[src/rtl/conversor_pkg.sv]
// Shared types and constants for the sequential binary-to-BCD converter.
package conversor_pkg;

  typedef enum logic [1:0] {
    IDLE   = 2'd0,
    LOAD   = 2'd1,
    SHIFT  = 2'd2,
    FINISH = 2'd3
  } state_t;

  localparam logic [3:0] BLANK_CODE_DEF = 4'hA;
  localparam logic [3:0] ADD3_THRESHOLD = 4'd5;

  // Bit-counter width; keeps at least one bit for tiny widths.
  function automatic int unsigned cnt_width(input int unsigned w);
    return (w > 1) ? $clog2(w) : 1;
  endfunction

endpackage

[src/rtl/conversor_bcd_seq_digit.sv]
// One BCD digit of the shift-and-add-3 chain: conditional +3, then shift left
// with the carry entering at the LSB and the adjusted MSB leaving as carry_out.
module bcd_digit_cell
  import conversor_pkg::*;
(
  input  logic       clock,
  input  logic       reset_n,
  input  logic       clear,
  input  logic       shift_en,
  input  logic       carry_in,
  output logic       carry_out,
  output logic [3:0] digit
);

  logic [3:0] adj;

  always_comb begin
    adj = (digit >= ADD3_THRESHOLD) ? digit + 4'd3 : digit;
  end

  assign carry_out = adj[3];

  always_ff @(posedge clock or negedge reset_n) begin
    if (!reset_n) begin
      digit <= '0;
    end else if (clear) begin
      digit <= '0;
    end else if (shift_en) begin
      digit <= {adj[2:0], carry_in};
    end
  end

endmodule

[src/rtl/conversor_bcd_seq.sv]
// Multi-cycle binary-to-BCD converter (one double-dabble step per clock) with
// start/done handshake, signed mode, leading-zero blanking and overflow flag.
module conversor_bcd_seq
  import conversor_pkg::*;
#(
  parameter int unsigned WIDTH      = 32,
  parameter int unsigned DIGITS     = 10,
  parameter logic [3:0]  BLANK_CODE = BLANK_CODE_DEF
) (
  input  logic                  clock,
  input  logic                  reset_n,
  input  logic                  enable,
  input  logic                  start,
  input  logic [WIDTH-1:0]      binario,
  input  logic                  signed_mode,
  input  logic                  blank_lz,
  output logic                  ready,
  output logic                  busy,
  output logic                  done,
  output logic [4*DIGITS-1:0]   bcd,
  output logic                  negative,
  output logic                  overflow
);

  localparam int unsigned CW = cnt_width(WIDTH);

  state_t              state;
  logic [WIDTH-1:0]    bin_q;
  logic [WIDTH-1:0]    shreg;
  logic                sgn_q;
  logic                blank_q;
  logic                neg_q;
  logic                ovf_st;
  logic [CW-1:0]       cnt;
  logic [4*DIGITS-1:0] acc;
  logic [4*DIGITS-1:0] blanked;
  logic [4*DIGITS-1:0] result;
  logic [DIGITS:0]     carry;
  logic                shift_en;
  logic                clear;

  assign shift_en = (state == SHIFT);
  assign clear    = (state == LOAD);
  assign carry[0] = shreg[WIDTH-1];

  for (genvar k = 0; k < DIGITS; k++) begin : g_digit
    bcd_digit_cell u_cell (
      .clock     (clock),
      .reset_n   (reset_n),
      .clear     (clear),
      .shift_en  (shift_en),
      .carry_in  (carry[k]),
      .carry_out (carry[k+1]),
      .digit     (acc[4*k +: 4])
    );
  end

  // Scan from the most significant digit down; digit 0 is never blanked.
  always_comb begin
    int unsigned i;
    logic        seen;
    blanked = acc;
    seen    = 1'b0;
    i       = 0;
    for (int unsigned j = 0; j < DIGITS - 1; j++) begin
      i = DIGITS - 1 - j;
      if (acc[4*i +: 4] != 4'd0) begin
        seen = 1'b1;
      end else if (!seen && blank_q) begin
        blanked[4*i +: 4] = BLANK_CODE;
      end
    end
  end

  always_ff @(posedge clock or negedge reset_n) begin
    if (!reset_n) begin
      state    <= IDLE;
      ready    <= 1'b1;
      busy     <= 1'b0;
      done     <= 1'b0;
      negative <= 1'b0;
      overflow <= 1'b0;
      result   <= {DIGITS{BLANK_CODE}};
      bin_q    <= '0;
      shreg    <= '0;
      sgn_q    <= 1'b0;
      blank_q  <= 1'b0;
      neg_q    <= 1'b0;
      ovf_st   <= 1'b0;
      cnt      <= '0;
    end else begin
      done <= 1'b0;
      case (state)
        IDLE: begin
          if (start) begin
            bin_q   <= binario;
            sgn_q   <= signed_mode;
            blank_q <= blank_lz;
            neg_q   <= signed_mode & binario[WIDTH-1];
            state   <= LOAD;
            ready   <= 1'b0;
            busy    <= 1'b1;
          end
        end
        LOAD: begin
          shreg  <= (sgn_q && bin_q[WIDTH-1]) ? (~bin_q + 1'b1) : bin_q;
          ovf_st <= 1'b0;
          cnt    <= CW'(WIDTH - 1);
          state  <= SHIFT;
        end
        SHIFT: begin
          shreg <= shreg << 1;
          if (carry[DIGITS]) begin
            ovf_st <= 1'b1;
          end
          if (cnt == '0) begin
            state <= FINISH;
          end else begin
            cnt <= cnt - 1'b1;
          end
        end
        FINISH: begin
          result   <= blanked;
          negative <= neg_q;
          overflow <= ovf_st;
          done     <= 1'b1;
          state    <= IDLE;
          ready    <= 1'b1;
          busy     <= 1'b0;
        end
        default: begin
          state <= IDLE;
          ready <= 1'b1;
          busy  <= 1'b0;
        end
      endcase
    end
  end

  assign bcd = enable ? result : {DIGITS{BLANK_CODE}};

endmodule
[config.mk]
export PLATFORM = sky130hd
export DESIGN_NAME = conversor_bcd_seq
export DESIGN_NICKNAME = d
export VERILOG_FILES = /design/src/rtl/conversor_pkg.sv /design/src/rtl/conversor_bcd_seq_digit.sv /design/src/rtl/conversor_bcd_seq.sv
export SDC_FILE = /design/constraint.sdc
export NUM_CORES = 1
export LEC_CHECK = 0
export ABC_CLOCK_PERIOD_IN_PS = 3000
export CORE_MARGIN = 3
export CORE_UTILIZATION = 40
export CTS_BUF_LIST = sky130_fd_sc_hd__clkbuf_16
export CTS_CLUSTER_SIZE = 28
export DETAILED_ROUTE_END_ITERATION = 12
export GPL_TIMING_DRIVEN = 0
export SYNTH_ARGS = -nofsm -noshare
export SYNTH_HDL_FRONTEND = slang
export SYNTH_HIERARCHICAL = 1
export SYNTH_SLANG_ARGS = --single-unit
[constraint.sdc]
create_clock -name clock -period 3 [get_ports clock]
set_input_delay 0.6 -clock clock [delete_from_list [all_inputs] [get_ports clock]]
set_output_delay 0.6 -clock clock [all_outputs]
set_load 0.1 [all_outputs]
; ---- Yosys cells after proc, flatten, opt, wreduce, memory -nomap -nowiden
; Index checks and enable logic that the tools add are counted.
[classes]
n_addsub = 12
order_cmp = 10
n_eq_ne = 7
muxes = 71
bitwise = 2
n_reduce_logical = 35
[op_table]
columns = cell, count
row1 = $mux W4, 48
row2 = $pmux W32 S2, 1
row3 = $add A4 B2 Y4 const B, 10
row4 = $ge A4 B3 Y1 const B, 10
row5 = $mux W40, 1
row6 = $reduce_bool A4 Y1, 9
row7 = $add A32 B1 Y32 const B, 1
row8 = $mux W32, 1
row9 = $not A32 Y32, 1
row10 = $mux W1, 12
row11 = $pmux W5 S2, 1
row12 = $reduce_and A2 Y1, 5
row13 = $logic_and A1 B1 Y1, 9
row14 = $logic_not A1 Y1, 8
row15 = $pmux W2 S4, 1
row16 = $ne A2 B2 Y1 const B, 3
row17 = $pmux W1 S2, 3
row18 = $logic_not A5 Y1, 1
row19 = $mux W5, 1
row20 = $sub A5 B1 Y5 const B, 1
row21 = $eq A2 B2 Y1 const B, 2
row22 = $mux W2, 2
row23 = $reduce_bool A2 Y1, 2
row24 = $eq A2 B1 Y1 const B, 1
row25 = other kinds (3), 3
[totals]
reg_bits = 160
in_bits = 38
out_inout_bits = 45
wordCells = 161

; ---- Longest topological paths before layout
[logic_depth]
depth_word = 13
ltp_mapped = 9
depth_no_buf = 7

; ---- Hierarchy
; The synthesis kept the hierarchy.
[modules_own_cells]
columns = module, instances, cells_each, area_each_um2, seq_area_each_um2
row1 = conversor_bcd_seq, 1, 593, 6149.6, 3029.2
row2 = bcd_digit_cell, 10, 27, 261.5, 100.1

; ---- Worst setup path after synthesis
; No wires, ideal clock.
[synth_timing]
path_kind = flip-flop to flip-flop
startpoint = register state[1]
endpoint = register cnt[0]
setup_ns = 0.077
arrival_ns = 2.241
required_ns = 2.923
path_slack_ns = 0.681
stages_incl_launch_ff = 6
path_buffers = 0
period_less_slack_ns = 2.319
path_cell_list = dfrtp_1 -> inv_1 -> ha_1 -> nand2b_1 -> and3_1 -> a21oi_1
[synth_via]
elab_chain_len = 3
word_cells_on_any_way = 6
classes_between = eq/ne (3) / mux (1) / reduce/logical (2)
[synth_rtl]
columns = item, line
row1 = from (decl), conversor_bcd_seq.sv:27  ; state_t state;
row2 = from (signal assigned), conversor_bcd_seq.sv:77  ; state <= IDLE;
row3 = from (signal assigned), conversor_bcd_seq.sv:100  ; state <= LOAD;
row4 = from (signal assigned), conversor_bcd_seq.sv:109  ; state <= SHIFT;
row5 = $eq A2 B1 Y1 *, -
row6 = via clear, conversor_bcd_seq.sv:40  ; logic clear;
row7 = $reduce_bool A2 Y1 (no line), -
row8 = $reduce_and A2 Y1 (no line), -
row9 = to (signal assigned), conversor_bcd_seq.sv:108  ; cnt <= CW'(WIDTH - 1);
row10 = to (signal assigned), conversor_bcd_seq.sv:119  ; cnt <= cnt - 1'b1;
row11 = to (decl), conversor_bcd_seq.sv:34  ; logic [CW-1:0] cnt;
; The timed path passes the listed nets; every way through them passes the cells marked *.
; A chain may end at the register's enable or synchronous reset.

; ---- Worst setup path after layout
[layout_timing]
startpoint = input enable
endpoint = output bcd[12]
[layout_via]
elab_chain_len = 1
[layout_rtl]
columns = item, line
row1 = from (decl), conversor_bcd_seq.sv:12  ; input logic enable,
row2 = $mux W40, conversor_bcd_seq.sv:140  ; assign bcd = enable ? result : {DIGITS{BLANK_CODE}};
row3 = to (decl), conversor_bcd_seq.sv:20  ; output logic [4*DIGITS-1:0] bcd,
; Every way passes these cells.

==> out/summary.txt <==
Asr flop ratio synth - 1.00
Synth unique cells - 56
Pwr Density - 1270 nW/µm²
H-tree level count - 4
Worst setup EP type - output pin
Initial antenna violation count - 0
RR Endpoint - shreg[0]
Io pins - 83
CTS tree - built
Die area - 23,700 µm²
Outcome - finished, final reports clean
ANT cells - 0
Total Routing Usage GR - 0.168
Crit path capture - bcd[12]
RePlAce Congestion - 0.836
Top-area cell type share of the netlist area - 0.397
GR Util met3 - 0.0293
GR Util met2 - 0.266
Yosys warns - 6
Final hold vios - 0
Storage element area - 4030 µm²
Commonest non-fill, non-tap cells in the layout - dfrtp_1 (139), clkdlybuf4s50_1 (80), mux2_2 (75)
Gates resized, CTS repair - 0
CTS Buffer Depth - 2
Antenna Nets Post-Route - 0
Post-synth EDFFs - 0
Top achievable clock speed - 351 MHz
Worst skew pair latency - 420 ps
Vias in the first global route - 6,509
Clock sinks - 160
Worst path required time - 2400 ps
Avg Vias per Cell - 5.28
Remaining DRCs - 0
Sequential fraction of the synthesis area - 0.460
Final setup vio count - 0
FP Rows - 53
Largest net degree at the start of global routing - 84
Post-CTS Hold Buffers - 0
Final worst path period need - 2850 ps
Initial Util - 0.412
Most common library cell in the layout ignoring fill and taps - dfrtp_1
Syn_area_per_cell - 10.2 µm²
1st-pass router iterations - 4
Layout cells sized above 1 - 0.180
Crit share post-route - 0.950
Final design utilization - 0.499
Unrepaired setup endpoints after global routing - false
Hold Path Class - in -> async
Routed WL - 19.5 mm
Initial detailed-routing violation count - 272
Dpl cell area - 9970 µm²
Grt ovf - 0
CTS root buffer - clkbuf_16
Slew Limit Fails - 0
Post-Syn Instances - 863
Die height - 154 µm
Synth-to-layout area growth - 21.1%
Number of port buffers - 81
Number of fill cells - 1,936
CP Max Fanout - 10
Crit. Startpoint - enable
Main synth FF type - dfrtp_1
Core footprint - 21,300 µm²
Post-CTS Setup Inserts - 0
Worst slew pin tran - 975 ps
R2R depth - 7
Slew HR - 0.348
Via count - 6,621
Synthesis-stage register bit count - 160
First-pass GRT wire length - 33.0 mm
Chip width - 154 µm
Netlist Area Pre-Place - 8760 µm²
Leading area contributor after synthesis - dfrtp_1
Met1 track demand over resource - 0.237
Flop-to-flop setup slack - 500 ps
Leak Pwr - 4.31 nW
Detailed Place HPWL - 13.6 mm
Source of the worst register-to-register timing path - state[0]
TritonCTS Buffers - 17
DR WL/cell - 15.5 µm
Clk pin slew, worst setup/hold paths - 60 ps
Signal arrival time at the worst endpoint - 2250 ps
CP Launch Type - input pin
Crit path kind - in -> out
Max_cap viols - 0
GR peak layer - met2
Top cells by area, synth - dfrtp_1 (40%), mux2_2 (9.6%), dfstp_2 (6.3%)
Layout Nets - 1,030
Worst clock skew - 8.91 ps
Design area - 10,600 µm²
Worst vdd ir - 0.538 mV
Area of the multi-input gates - 4430 µm²
Syn nets - 928
## critical path: stages
cell and delay (ps):
clkbuf_1 320, and2_1 200, clkdlybuf4s50_1 1130
## state kept, by name (all words and copies together), names as in the netlist, 2 cells and up
register and cells:
bin_q 32, state 2, shreg 32, result 40, cnt 5, g_digit.u_cell/digit 40
## kinds of logic (layout without fill, tap and decap cells)
kind of cell             Yosys count  count (layout)  synth area share
multiplexers                      92              92             0.116
adder cells (fa/ha/maj)           27              27            0.0385
buffers and inverters             79             194            0.0355
AND/OR/NAND/NOR                  300             300             0.190
flip-flops                       160             160             0.460
XOR/XNOR                          26              26            0.0260
AO/OA/AOI/OAI                    179             179             0.134
## cell usage after synthesis (all sizes together) (12+ instances only)
cell type  number
o21ai          74
xnor2          12
nand2          73
nor2           69
buf            17
clkbuf         24
nand4b         12
mux2           75
a21oi          49
dfrtp         139
xor2           14
nand3          19
inv            38
ha             27
dfstp          21
and2           22
nor4           12
mux2i          17
nand2b         33
## metrics by stage
stage	setup TNS [ps]	total power, mW	cells	setup WS, ps	hold WS, ps
6_report	0	13.5	1253	149	124
5_1_grt	0	14.6	1253	47.1	183
4_1_cts	0	13.6	1253	94.5	162
3_5_place_dp	0	11.2	1221	94.5	470
3_3_place_gp	-818070	11.0	1219	-5400	465
2_1_floorplan	0	9.47	863	681	304
## routing by layer
metal	part of all wire	routed length [µm]
met4	0.015	300
met3	0.043	838
met2	0.45	8790
met1	0.49	9530
met5	0	0
## worst min path at each step
| stage | start | end | slack (ps) |
|---|---|---|---|
| after floorplan | reset_n | bin_q[0] | 300 |
| after global placement | neg_q | neg_q | 460 |
| after detailed placement | cnt[0] | cnt[0] | 470 |
| after CTS | reset_n | g_digit[5].u_cell/digit[3] | 160 |
| after global routing | reset_n | g_digit[5].u_cell/digit[3] | 180 |
| final | reset_n | g_digit[5].u_cell/digit[3] | 120 |
## cell type report
| class | count | share of cell area |
|---|---|---|
| Buffer | 41 | 0.0159 |
| Multi-Input combinational cell | 624 | 0.417 |
| Tap cell | 275 | 0.0324 |
| Clock buffer | 17 | 0.0401 |
| Sequential cell | 160 | 0.380 |
| Clock inverter | 15 | 0.0200 |
| Timing Repair Buffer | 83 | 0.0813 |
| Inverter | 38 | 0.0134 |
## power by group
group | leakage (nW) | internal [mW] | switching [mW]
combinational | 2.05 | 2.71 | 4.12
clock | 0.307 | 1.47 | 0.887
sequential | 1.95 | 3.28 | 1.04
No activity file was read; power rests on OpenSTA's default activity.
